<file path="config.mk">
export PLATFORM = sky130hd
export DESIGN_NAME = mac_burst_arbiter
export DESIGN_NICKNAME = d
export VERILOG_FILES = /design/src/rtl/mac_burst_arbiter.sv
export SDC_FILE = /design/constraint.sdc
export NUM_CORES = 1
export LEC_CHECK = 0
export BUFFER_PORTS_ARGS = -buffer_cell sky130_fd_sc_hd__buf_2
export CAP_MARGIN = 10
export CORE_UTILIZATION = 32
export CTS_BUF_LIST = sky130_fd_sc_hd__clkbuf_2 sky130_fd_sc_hd__clkbuf_4 sky130_fd_sc_hd__clkbuf_8
export DETAILED_ROUTE_END_ITERATION = 10
export GPL_TIMING_DRIVEN = 0
export HOLD_SLACK_MARGIN = 0.02
export PLACE_DENSITY_LB_ADDON = 0.08
export SKIP_LAST_GASP = 1
export SYNTH_ARGS = -nofsm -noshare
export SYNTH_HDL_FRONTEND = slang
export SYNTH_SLANG_ARGS = --single-unit
</file>
<file path="constraint.sdc">
create_clock -name clk -period 2 [get_ports clk]
set_input_delay 0.1 -clock clk [delete_from_list [all_inputs] [get_ports clk]]
set_output_delay 0.1 -clock clk [all_outputs]
set_load 0.05 [all_outputs]
</file>
<file path="src/rtl/mac_burst_arbiter.sv">
// Two-requester round-robin arbiter feeding a shared MAC datapath in fixed-length bursts.
// One burst is in flight at a time: grant, stream LEN operand pairs, wait for the MAC
// result, then hold the result until the consumer takes it.
module mac_burst_arbiter #(
  parameter int unsigned LEN = 8,
  parameter int unsigned OW  = 8,
  parameter int unsigned RW  = 32
) (
  input  logic          clk,
  input  logic          rst,
  input  logic          req0_valid,
  output logic          req0_ready,
  input  logic [OW-1:0] req0_a,
  input  logic [OW-1:0] req0_b,
  input  logic          req1_valid,
  output logic          req1_ready,
  input  logic [OW-1:0] req1_a,
  input  logic [OW-1:0] req1_b,
  output logic          mac_vld,
  output logic [OW-1:0] mac_a,
  output logic [OW-1:0] mac_b,
  output logic          mac_last,
  input  logic          mac_res_vld,
  input  logic [RW-1:0] mac_res,
  output logic          res_valid,
  output logic          res_id,
  output logic [RW-1:0] res_data,
  input  logic          res_ready,
  output logic          busy
);

  localparam int unsigned CW = (LEN > 1) ? $clog2(LEN) : 1;
  localparam logic [CW-1:0] LAST_BEAT = CW'(LEN - 1);

  typedef enum logic [1:0] {
    S_IDLE  = 2'd0,
    S_BURST = 2'd1,
    S_WAIT  = 2'd2,
    S_OUT   = 2'd3
  } state_t;

  state_t          state_q;
  logic            grant_q;
  logic            ptr_q;
  logic [CW-1:0]   cnt_q;
  logic            ready0_q;
  logic            ready1_q;
  logic            mac_vld_q;
  logic            mac_last_q;
  logic [OW-1:0]   mac_a_q;
  logic [OW-1:0]   mac_b_q;
  logic            res_valid_q;
  logic            res_id_q;
  logic [RW-1:0]   res_data_q;
  logic            busy_q;

  logic            grant_d;
  logic [CW-1:0]   cnt_d;
  logic            gnt_valid;
  logic            gnt_ready;
  logic [OW-1:0]   gnt_a;
  logic [OW-1:0]   gnt_b;
  logic            beat;

  // Arbitration decision, granted-requester mux and beat detection
  always_comb begin
    grant_d   = (req0_valid && req1_valid) ? ptr_q : req1_valid;
    cnt_d     = cnt_q + CW'(1);
    gnt_valid = grant_q ? req1_valid : req0_valid;
    gnt_ready = grant_q ? ready1_q   : ready0_q;
    gnt_a     = grant_q ? req1_a     : req0_a;
    gnt_b     = grant_q ? req1_b     : req0_b;
    beat      = (state_q == S_BURST) && gnt_valid && gnt_ready;
  end

  // Burst FSM with all outputs registered
  always_ff @(posedge clk) begin
    if (rst) begin
      state_q     <= S_IDLE;
      grant_q     <= 1'b0;
      ptr_q       <= 1'b0;
      cnt_q       <= '0;
      ready0_q    <= 1'b0;
      ready1_q    <= 1'b0;
      mac_vld_q   <= 1'b0;
      mac_last_q  <= 1'b0;
      mac_a_q     <= '0;
      mac_b_q     <= '0;
      res_valid_q <= 1'b0;
      res_id_q    <= 1'b0;
      res_data_q  <= '0;
      busy_q      <= 1'b0;
    end else begin
      mac_vld_q  <= 1'b0;
      mac_last_q <= 1'b0;
      case (state_q)
        S_IDLE: begin
          if (req0_valid || req1_valid) begin
            grant_q  <= grant_d;
            ready0_q <= ~grant_d;
            ready1_q <= grant_d;
            cnt_q    <= '0;
            busy_q   <= 1'b1;
            state_q  <= S_BURST;
          end
        end
        S_BURST: begin
          if (beat) begin
            mac_vld_q <= 1'b1;
            mac_a_q   <= gnt_a;
            mac_b_q   <= gnt_b;
            if (cnt_q == LAST_BEAT) begin
              mac_last_q <= 1'b1;
              cnt_q      <= '0;
              ready0_q   <= 1'b0;
              ready1_q   <= 1'b0;
              state_q    <= S_WAIT;
            end else begin
              cnt_q <= cnt_d;
            end
          end
        end
        S_WAIT: begin
          if (mac_res_vld) begin
            res_data_q  <= mac_res;
            res_id_q    <= grant_q;
            res_valid_q <= 1'b1;
            state_q     <= S_OUT;
          end
        end
        S_OUT: begin
          if (res_ready) begin
            res_valid_q <= 1'b0;
            ptr_q       <= ~grant_q;
            busy_q      <= 1'b0;
            state_q     <= S_IDLE;
          end
        end
        default: state_q <= S_IDLE;
      endcase
    end
  end

  assign req0_ready = ready0_q;
  assign req1_ready = ready1_q;
  assign mac_vld    = mac_vld_q;
  assign mac_last   = mac_last_q;
  assign mac_a      = mac_a_q;
  assign mac_b      = mac_b_q;
  assign res_valid  = res_valid_q;
  assign res_id     = res_id_q;
  assign res_data   = res_data_q;
  assign busy       = busy_q;

endmodule

</file>
### Word-level counts from Yosys, hierarchy flattened

Cells that the tools add are included.

* register bits: 62
* logic and storage cells: 75
* bits of input ports: 70
* output and inout port bits: 55

* bitwise operators: 4
* reductions and logical operators: 19
* add/subtract/negate cells: 1
* multiplexer cells: 28
* eq/ne operators: 9

Operator list (number)
* $mux W8: 2
* $mux W1: 12
* $mux W2: 5
* $mux W3: 3
* $reduce_and A3 Y1: 3
* $ne A2 B2 Y1 const B: 4
* $pmux W1 S2: 4
* $pmux W2 S4: 1
* $reduce_and A2 Y1: 4
* $pmux W3 S2: 1
* $reduce_bool A2 Y1: 3
* $reduce_and A5 Y1: 1
* $eq A2 B2 Y1 const B: 2
* $not A1 Y1: 4
* $reduce_and A4 Y1: 1
* $add A3 B1 Y3 const B: 1
* $eq A3 B3 Y1 const B: 1
* $logic_and A1 B1 Y1: 3
* $reduce_or A3 Y1: 1
* $eq A2 B1 Y1 const B: 1
* $logic_not A2 Y1: 1
* $ne A2 B1 Y1 const B: 1
* $reduce_or A2 Y1: 1
* $logic_or A1 B1 Y1: 1

### Longest topological paths before layout

* depth after elaboration: 5
* mapped depth: 7
* gate-level depth less buffers: 6

### Worst setup path before layout

No wires, ideal clock.

* path type: register to register
* from: register ready0_q, in the netlist req0_ready
* to: register cnt_q[0]
* buffers on the path: 0
* period minus slack after synthesis: 1.614 ns
* setup slack: 0.386 ns
* data arrival time: 1.486 ns
* data required time: 1.872 ns
* library setup time: 0.128 ns
* cell stages (with the launch flop): 5
* path through: dfxtp_1 nand3b_2 a311oi_2 mux2i_1 nor2_1

* longest elaborated chain between the ends: 4

Ends and longest elaborated chain
* from (decl): RTL line 46 `logic ready0_q;`
* from (signal assigned): RTL line 100 `ready0_q <= ~grant_d;`
* $mux W1: RTL line 70 `gnt_ready = grant_q ? ready1_q : ready0_q;`
* $logic_and A1 B1 Y1: RTL line 73 `beat = (state_q == S_BURST) && gnt_valid && gnt_ready;`
* $ne A2 B2 Y1 (no source line)
* $reduce_and A3 Y1 (no source line)
* to (signal assigned): RTL line 119 `cnt_q <= cnt_d;`
* to (decl): RTL line 45 `logic [CW-1:0] cnt_q;`

No other way between the ends.
A chain may end at the register's enable or synchronous reset.

### Final worst setup path

* from: register state_q[0]
* to: register cnt_q[0]

* longest elaborated chain between the ends: 5
* elaborated cells between the ends (all ways): 9
* those cells by class: 3 x eq/ne; 1 x mux; 5 x reduce/logical

Ends and longest elaborated chain
* from (decl): RTL line 42 `state_t state_q;`
* from (signal assigned): RTL line 79 `state_q <= S_IDLE;`
* from (signal assigned): RTL line 104 `state_q <= S_BURST;`
* from (signal assigned): RTL line 117 `state_q <= S_WAIT;`
* $eq A2 B1 Y1: RTL line 73, 96
* $logic_and A1 B1 Y1 (2 in a row): RTL line 73
* $ne A2 B2 Y1 (no source line)
* $reduce_and A3 Y1 (no source line)

Several ways; a longest one is shown, not always the timed one.

==> impl_metrics.yaml <==
status:
  status: "finished, final reports clean"
clocking:
  clk_pin_slew_worst_paths_ns: 0.07
  cts_tree: "done"
  ctsHtreeMaxLevel: 3
  cts.path.max_buffers: 2
  numCtsBuffers: 9
  cts.sinks: 62
  post_cts_buffers: 0
  clock_latency_ns: 0.33
  cts_root_buffer: "clkbuf_8"
cells_and_area:
  postLayoutCoreUtil: 0.495
  drive_gt1_frac: 0.362
  area_delta_synth_final_pct: 48.5
  finalNetCount: 531
  fill_cells: 793
  diodes: 0
logic_synthesis:
  async_flop_share: 0
  synth_area_mm2: 0.00259
  ys_seq_area_frac: 0.479
  ys_top_cells_by_count: "nand2_1, dfxtp_1, a21oi_1"
  synth_area_per_cell_um2: 8.97
  syn-num-nets: 365
  synth_top_area_cell: "dfxtp_1"
  synth-main-ff-cell: "dfxtp_1"
  synth_edf_count: 0
  netlist_instances: 289
  synth_seq_cells: 62
  synth.most_common_cell: "nand2_1"
  yosysTopAreaCellShare: 0.479
  synth_cell_types: 33
  yosysWarnings: 0
  netlist_top_cells_area: "dfxtp_1, nand2_1, a21oi_1, mux2i_1, a211oi_2"
drt:
  num_vias: 2572
  antenna_left: 0
  via_per_inst: 4.58
  dr.pass1.iters: 4
  drc: 0
  wl_mm: 6.74
  wl_per_cell_um: 12.0
  drtIter0Drc: 65
placement:
  dp_hpwl_mm: 4.72
  numPortBuffers: 123
  place_congestion: 0.718
critical_path:
  r2r-start: "state_q[0]"
  slowest_delay_ns: 0.39
  worstRegToRegCells: 6
  crit_fanout: 7
  setup.worst_path.end: "cnt_q[0]"
  startpoint_type: "flip-flop"
  worstPathRequired_ns: 2.21
  r2r-end: "cnt_q[0]"
  r2r_setup_slack_ns: 0.24
  worst-endpoint-arrival_ns: 1.96
  slowest_stage: "dfxtp_1"
  crit_start: "state_q[0]"
  crit_type: "flip-flop to flip-flop"
  worstPathCellList: "inv_1 > ha_1 > nor3b_2 > a311oi_2 > mux2i_1 > nor2_1"
  end_kind: "flip-flop"
power:
  p_sw_frac: 0.386
  pwr-share-seq: 0.365
  pwr-share-clk: 0.264
  ir_worst_vdd_mv: 0.312
  p_sw_w: 0.00159
  power_density_mw_per_mm2: 1070
  p_leak_nw: 1.67
  internal_power_w: 0.00252
  p_comb_frac: 0.371
grt:
  antenna_found_initial: 0
  grt_pass1_vias: 2399
  track_usage: 0.170
  grt_start_max_net_pins: 11
  grt_pass1_wl_mm: 11.2
  gr-total-overflow: 0
worst_hold_path:
  holdCritPathClass: "primary input to flip-flop"
  hold_start: "rst"
floorplanning:
  start_util: 0.334
  fp.dieW_um: 92.0
  rows: 32
  coreArea_mm2: 0.00777
  ioPinCount: 125
  die_h_um: 92.0
  die_area_mm2: 0.00846
timing:
  period_share: 0.879
  slew_violations: 0
  hold_viol_final: 0
  relSlewSlack: 0.544
  fin_crit_ns: 1.76
  tightest_slew_ns: 0.684
  setup-tns-final_ns: 0
  setup_viol: 0
  fmax_mhz: 569
  rsz0062_at_grt: "false"
  finClkSkew_ns: 0.00856
flow_run:
  cap_violations: 0
-- cells in the final DEF, fill, tap and decap left out, types with 4 or more instances in the layout --
cell type,count
nor2_1,23
ha_1,6
dlygate4sd3_1,32
a21oi_1,41
nand2_1,73
clkbuf_1,10
mux2i_1,17
clkbuf_8,10
a211oi_2,13
dfxtp_1,62
buf_2,127
inv_1,4
-- worst min path at each step --
stage                  end  slack (ns)  depth (start not counted)
6_report           mac_vld        0.05                          2
5_1_grt            mac_vld        0.05                          2
4_1_cts            mac_vld        0.03                          2
3_5_place_dp   res_data[7]        0.35                          3
3_3_place_gp   res_data[6]        0.34                          3
2_1_floorplan  res_data[0]        0.24                          2
-- metal layers --
metal	routed length, um	GRT usage	vias up
met1	3180	0.216	1157
met4	112	0.0820	0
li1	-	-	1317
met3	476	0.0506	9
met2	2970	0.261	89
met5	0	0	-
-- flip-flops by register name, summed over array words and instances (netlist names) --
name,count
res_data,32
mac_a,8
mac_b,8
cnt_q,3
state_q,2
busy,1
grant_q,1
mac_last,1
mac_vld,1
ptr_q,1
req0_ready,1
req1_ready,1
res_id,1
res_valid,1
-- power by group through the flow --
| stage | logic [W] | clock network [W] | registers, W |
|---|---|---|---|
| floorplan | 0.000685 | 0 | 0.00196 |
| detailed placement | 0.00149 | 0 | 0.00153 |
| global placement | 0.00148 | 0 | 0.00152 |
| global route | 0.00167 | 0.00117 | 0.00152 |
| CTS | 0.00154 | 0.00112 | 0.00150 |
| finish | 0.00153 | 0.00109 | 0.00150 |
-- metrics by stage --
stage	total power, W	instance area (um2)	cells	hold WS, ns	worst slack (ns)
2_1_floorplan	0.00265	2590	289	0.236	0.386
3_3_place_gp	0.00300	3330	514	0.342	0.245
3_5_place_dp	0.00301	3330	514	0.347	0.206
4_1_cts	0.00416	3850	561	0.0346	0.184
5_1_grt	0.00437	3850	561	0.0453	0.0324
6_report	0.00411	3850	561	0.0499	0.243
-- timing repair --
action,in CTS,in global routing
endpoints found under the hold margin,32,0
gates resized for setup,0,2
hold buffers,32,0
endpoints found under the setup margin,0,3
-- kinds of logic (layout without fill, tap and decap cells) --
logic type               count (synthesis)  count (layout)  share of synthesized area
AO/OA/AOI/OAI                           68              68                      0.195
AND/OR/NAND/NOR                        113             113                      0.187
flip-flops                              62              62                      0.479
multiplexers                            17              17                     0.0657
buffers and inverters                   23             193                     0.0439
adder cells (fa/ha/maj)                  6               6                     0.0290
-- area by class of cell --
class                      count  area [um2]  share of cell area
timing repair buffer         155         936               0.243
clock buffer                  11         145              0.0377
tap                          102         128              0.0332
buffer                        19         100              0.0260
inverter                       4        15.0             0.00390
clock inverter                 4        47.5              0.0124
sequential                    62        1240               0.322
multi-input combinational    204        1240               0.321
-- worst max-delay path: cells and delay by family (launching register included) --
kind | cells | cell delay, ns
DFF | 1 | 0.39
muxes | 1 | 0.24
adders and majority gates | 1 | 0.28
and+or+nand+nor | 2 | 0.26
buffers and inverters | 1 | 0.08
AOI/OAI and AO/OA | 1 | 0.39
Power figures use the tool's default switching activity.
